## src/rtl/adc_sample_averager.sv

```systemverilog
// Maps five ADC sequencer channels to slots, averages 2^AVG_LOG2 complete packets per
// slot and publishes rounded 12-bit means, deferring publication while hold is high.
module adc_sample_averager #(
  parameter int         AVG_LOG2 = 3,
  parameter logic [4:0] CH0_ID   = 5'h03,
  parameter logic [4:0] CH1_ID   = 5'h06,
  parameter logic [4:0] CH2_ID   = 5'h01,
  parameter logic [4:0] CH3_ID   = 5'h02,
  parameter logic [4:0] CH4_ID   = 5'h04
) (
  input  logic        clk_core,
  input  logic        reset_n,
  input  logic        enable,
  input  logic        hold,
  input  logic        adc_response_valid,
  input  logic [4:0]  adc_response_channel,
  input  logic [11:0] adc_response_data,
  input  logic        adc_response_endofpacket,
  output logic [15:0] adc_chan0,
  output logic [15:0] adc_chan1,
  output logic [15:0] adc_chan2,
  output logic [15:0] adc_chan3,
  output logic [15:0] adc_chan4,
  output logic        data_update,
  output logic [7:0]  err_count,
  output logic [7:0]  ovr_count
);

  localparam int                   NSLOT    = 5;
  localparam int                   PKTS     = 1 << AVG_LOG2;
  localparam logic [3:0]           PKT_LAST = 4'(PKTS - 1);
  localparam logic [16:0]          ROUND    = 17'(PKTS >> 1);
  localparam logic [NSLOT*5-1:0]   CH_IDS   = {CH4_ID, CH3_ID, CH2_ID, CH1_ID, CH0_ID};

  typedef enum logic {ST_SYNC, ST_ACCUM} state_t;

  state_t           state_reg;
  logic [16:0]      acc_reg   [NSLOT];
  logic [11:0]      pend_reg  [NSLOT];
  logic [11:0]      chan_reg  [NSLOT];
  logic [NSLOT-1:0] seen_reg;
  logic             dup_reg;
  logic [3:0]       pkt_cnt_reg;
  logic             pending_reg;
  logic             data_update_reg;
  logic [7:0]       err_count_reg;
  logic [7:0]       ovr_count_reg;

  logic             beat_accum;
  logic             eop_accum;
  logic [NSLOT-1:0] hit;
  logic [NSLOT-1:0] seen_next;
  logic             dup_next;
  logic             pkt_good;
  logic             pkt_bad;
  logic             win_done;
  logic             publish;
  logic [16:0]      acc_next  [NSLOT];
  logic [16:0]      rounded   [NSLOT];
  logic [11:0]      mean_next [NSLOT];

  assign beat_accum = enable && (state_reg == ST_ACCUM) && adc_response_valid;
  assign eop_accum  = beat_accum && adc_response_endofpacket;

  genvar gi;
  generate
    for (gi = 0; gi < NSLOT; gi++) begin : g_slot
      assign hit[gi]       = beat_accum && (adc_response_channel == CH_IDS[gi*5 +: 5]);
      assign acc_next[gi]  = acc_reg[gi] + (hit[gi] ? {5'd0, adc_response_data} : 17'd0);
      assign rounded[gi]   = (acc_next[gi] + ROUND) >> AVG_LOG2;
      assign mean_next[gi] = (rounded[gi] > 17'd4095) ? 12'hFFF : rounded[gi][11:0];
    end
  endgenerate

  // The EOP beat itself counts toward both completeness and duplicate detection.
  assign seen_next = seen_reg | hit;
  assign dup_next  = dup_reg | (|(hit & seen_reg));
  assign pkt_good  = eop_accum && (&seen_next) && !dup_next;
  assign pkt_bad   = eop_accum && !pkt_good;
  assign win_done  = pkt_good && (pkt_cnt_reg == PKT_LAST);
  assign publish   = pending_reg && !hold;

  always_ff @(posedge clk_core or negedge reset_n) begin
    if (!reset_n) begin
      state_reg       <= ST_SYNC;
      seen_reg        <= '0;
      dup_reg         <= 1'b0;
      pkt_cnt_reg     <= '0;
      pending_reg     <= 1'b0;
      data_update_reg <= 1'b0;
      err_count_reg   <= '0;
      ovr_count_reg   <= '0;
      for (int k = 0; k < NSLOT; k++) begin
        acc_reg[k]  <= '0;
        pend_reg[k] <= '0;
        chan_reg[k] <= '0;
      end
    end else begin
      data_update_reg <= publish;
      if (publish) begin
        for (int k = 0; k < NSLOT; k++) chan_reg[k] <= pend_reg[k];
      end

      // A completion on the publishing edge re-arms pending without being an overrun.
      if (win_done) begin
        for (int k = 0; k < NSLOT; k++) pend_reg[k] <= mean_next[k];
      end
      pending_reg <= win_done || (pending_reg && !publish);
      if (win_done && pending_reg && !publish && (ovr_count_reg != 8'hFF))
        ovr_count_reg <= ovr_count_reg + 8'd1;
      if (pkt_bad && (err_count_reg != 8'hFF))
        err_count_reg <= err_count_reg + 8'd1;

      if (!enable) begin
        state_reg   <= ST_SYNC;
        seen_reg    <= '0;
        dup_reg     <= 1'b0;
        pkt_cnt_reg <= '0;
        for (int k = 0; k < NSLOT; k++) acc_reg[k] <= '0;
      end else if (state_reg == ST_SYNC) begin
        if (adc_response_valid && adc_response_endofpacket)
          state_reg <= ST_ACCUM;
      end else if (eop_accum) begin
        seen_reg <= '0;
        dup_reg  <= 1'b0;
        if (pkt_good && !win_done) begin
          pkt_cnt_reg <= pkt_cnt_reg + 4'd1;
          for (int k = 0; k < NSLOT; k++) acc_reg[k] <= acc_next[k];
        end else begin
          pkt_cnt_reg <= '0;
          for (int k = 0; k < NSLOT; k++) acc_reg[k] <= '0;
        end
      end else if (beat_accum) begin
        seen_reg <= seen_next;
        dup_reg  <= dup_next;
        for (int k = 0; k < NSLOT; k++) acc_reg[k] <= acc_next[k];
      end
    end
  end

  assign adc_chan0   = {4'b0, chan_reg[0]};
  assign adc_chan1   = {4'b0, chan_reg[1]};
  assign adc_chan2   = {4'b0, chan_reg[2]};
  assign adc_chan3   = {4'b0, chan_reg[3]};
  assign adc_chan4   = {4'b0, chan_reg[4]};
  assign data_update = data_update_reg;
  assign err_count   = err_count_reg;
  assign ovr_count   = ovr_count_reg;

endmodule
```

## config.mk

```make
export PLATFORM = sky130hd
export DESIGN_NAME = adc_sample_averager
export DESIGN_NICKNAME = d
export VERILOG_FILES = /design/src/rtl/adc_sample_averager.sv
export SDC_FILE = /design/constraint.sdc
export NUM_CORES = 1
export LEC_CHECK = 0
export ABC_CLOCK_PERIOD_IN_PS = 5200
export BUFFER_PORTS_ARGS = -buffer_cell sky130_fd_sc_hd__buf_2
export CORE_AREA = 5 5 176 195
export DETAILED_ROUTE_END_ITERATION = 8
export DIE_AREA = 0 0 181 200
export GPL_TIMING_DRIVEN = 0
export HOLD_SLACK_MARGIN = 0.06
export SKIP_LAST_GASP = 1
export SYNTH_ARGS = -nofsm -noshare
export SYNTH_HDL_FRONTEND = slang
export SYNTH_SLANG_ARGS = --single-unit
```

## constraint.sdc

```tcl
create_clock -name clk_core -period 5.2 [get_ports clk_core]
set_input_delay 0.78 -clock clk_core [delete_from_list [all_inputs] [get_ports clk_core]]
set_output_delay 0.78 -clock clk_core [all_outputs]
set_load 0.01 [all_outputs]
```

==> results.py <==
metrics = {
    "timing": {
        "tightestPinTransition_ps": 1360,
        "rsz0062_at_grt": "true",
        "max_freq_ghz": 0.201,
        "finalHoldViolCount": 0,
        "slew_violations": 0,
        "maxSlewHeadroom_pct": 9.03,
        "skew_ps": 26.0,
        "fin_crit_ps": 4970,
        "finalSetupViolations": 0,
        "fin_ws_ps": 229,
        "fin_crit_sh_pct": 95.6,
    },
    "cells_and_area": {
        "largest_reg_flops": 85,
        "finalNonFillerCells": 2087,
        "layout-drive-gt1-share_pct": 17.1,
        "final_common_cell": "dfrtp_1",
        "syn2layout_area_growth_pct": 16.1,
        "fin_nets": 1737,
        "final_cell_mix": "dfrtp_1, nor2_1, nand2_1",
    },
    "drt": {
        "routedWlPerCell_um": 18.4,
        "dr.first_iter.drc_count": 708,
        "vias_per_cell": 5.47,
        "drc_errors": 0,
        "wl_um": 38300,
        "drtAntennaViolNets": 0,
        "vias": 11409,
        "drtPass1Iterations": 5,
    },
    "power": {
        "leakage_uw": 0.00806,
        "p_total_uw": 4010,
        "ir_worst_vdd_v": 0.000238,
        "power_per_cell_area_nw_per_um2": 243,
    },
    "global_routing": {
        "grt_usage_pct": 21.1,
        "antenna_found_initial": 2,
        "grt_max_degree": 95,
        "overflow": 0,
        "grt_pass1_vias": 11322,
        "grt_pass1_wl_um": 61500,
    },
    "outcome": {
        "status": "complete, no violations",
    },
    "synth": {
        "synthArstFlopShare_pct": 100,
        "synth_area_per_cell_um2": 9.60,
        "synth_top_cell_by_area": "dfrtp_1",
        "syn-cell-area_um2": 14300,
        "synth_top_flop_cell": "dfrtp_1",
        "synth-edff-count": 0,
        "yosysSeqAreaShare_pct": 41.1,
        "syn_inst": 1484,
        "ys_warn_count": 0,
        "ys_ff_latch": 234,
        "yosysUniqueCellTypes": 81,
        "synth_area_leaders": "dfrtp_1, ha_1, xnor2_1, mux2_2, nor2_1",
        "synth_top_area_share_pct": 41.1,
    },
    "cts": {
        "root_buffer": "clkbuf_16",
        "cts_tree": "yes",
        "clock_sinks": 234,
        "clk_latency_ps": 560,
        "clk_pin_slew_worst_paths_ps": 60,
        "htree_levels": 1,
        "cts_max_path_buffers": 3,
        "cts_buffers": 26,
    },
    "placement": {
        "placed_cells": 2028,
        "dp_slack_ps": -1100,
        "hpwlAfterDp_um": 27700,
        "portBuffers": 97,
        "gp_congestion": 0.905,
    },
    "floorplan": {
        "die_area_um2": 36200,
        "rows": 69,
        "die_h_um": 200,
        "core-area_um2": 32000,
        "pin_count": 120,
        "initial_utilization_pct": 44.5,
        "die_x_um": 181,
    },
    "hold_path": {
        "holdCritPathClass": "in2async",
    },
    "critical_path": {
        "arrival_ps": 5370,
        "crit_type": "reg2reg",
        "worst_setup_path_start_kind": "register",
        "endpoint_kind": "register",
        "critPathMaxFanout": 10,
        "required_ps": 5590,
    },
    "job": {
        "drv_cap": 0,
    },
}
[path summary, 6_finish.rpt]
path,startpoint,endpoint,cells after the start,slack [ps]
worst min-delay path,reset_n,ovr_count[1],1,160
worst max-delay path,state_reg,pend_reg[34],19,230
worst min register to register,pkt_cnt_reg[3],pkt_cnt_reg[3],1,490
max in group asynchronous,reset_n,adc_chan2[2],3,3790
worst max register to register,state_reg,pend_reg[34],19,230
min in group clk_core,pkt_cnt_reg[3],pkt_cnt_reg[3],1,490
[what timing repair did]
item | CTS | global route
gates cloned | 0 | 0
hold buffers | 0 | 0
resized for setup | 13 | 16
setup buffers | 0 | 12
endpoints found under the setup margin | 58 | 60
pin swaps | 0 | 8
[final cells by class]
type,instances,area [um2]
Multi-Input combinational cell,1150,8020
Fill cell,3004,15500
Antenna cell,1,2.50
Inverter,40,150
Clock buffer,35,766
Tap cell,426,533
Timing Repair Buffer,111,641
Clock inverter,12,174
Sequential cell,234,5860
Buffer,78,399
[worst max-delay path, stage by stage, from the launching register on]
cell	delay [ps]
dfrtp_1	410
and3_4	260
nand4b_1	270
nor2_4	200
clkbuf_4	230
and2_1	150
ha_1	190
inv_1	60
fa_1	400
and2b_1	240
o2111ai_2	160
a31oi_1	200
nor2_1	100
xnor2_2	230
or3b_1	410
or3_4	410
or4_1	500
nand2_1	140
buf_6	160
a31oi_1	80
[power breakdown]
part	internal, uW	leakage (uW)	switching (uW)
Clock	1230	0.000451	781
Sequential	1830	0.00327	11.3
Combinational	44.3	0.00434	117
[metrics by stage]
stage | TNS (ps) | cell area (um2) | utilization, % | hold slack (ps)
floorplan | 0 | 14300 | - | 436
global placement | -270640 | 15300 | 47.9 | 462
detailed placement | -49180 | 15400 | 48.1 | 472
CTS | 0 | 16400 | 51.2 | 152
global route | -177 | 16500 | 51.6 | 185
finish | 0 | 16500 | 51.7 | 159
[kinds of logic (layout without fill, tap and decap cells)]
logic type | after synthesis | after routing | share of synthesized area, %
flip-flops | 234 | 234 | 41.1
multiplexers | 73 | 73 | 5.67
AND/OR/NAND/NOR | 476 | 476 | 16.8
XOR/XNOR | 134 | 134 | 8.34
adder cells (fa/ha/maj) | 73 | 73 | 6.67
buffers and inverters | 119 | 276 | 3.78
AO/OA/AOI/OAI | 374 | 374 | 17.6
other | 1 | 21 | 0.0263
[per-layer routing]
layer	GRT usage [%]	up-vias	part of all wire, %
met5	0	-	0
met4	7.59	0	3.5
met3	3.10	79	5.1
met2	35.4	282	47
met1	28.1	5458	45
li1	-	5590	-
[cell usage after synthesis, types with 40 or more instances]
library cell  number
dfrtp_1          234
nor2_1           125
nand2_1          114
o21ai_0           91
xnor2_1           90
a21oi_1           86
ha_1              68
and2_1            63
mux2_2            62
clkbuf_1          51
xor2_1            42
nand3_1           41
inv_1             40
No activity file was read; power rests on OpenSTA's default activity.
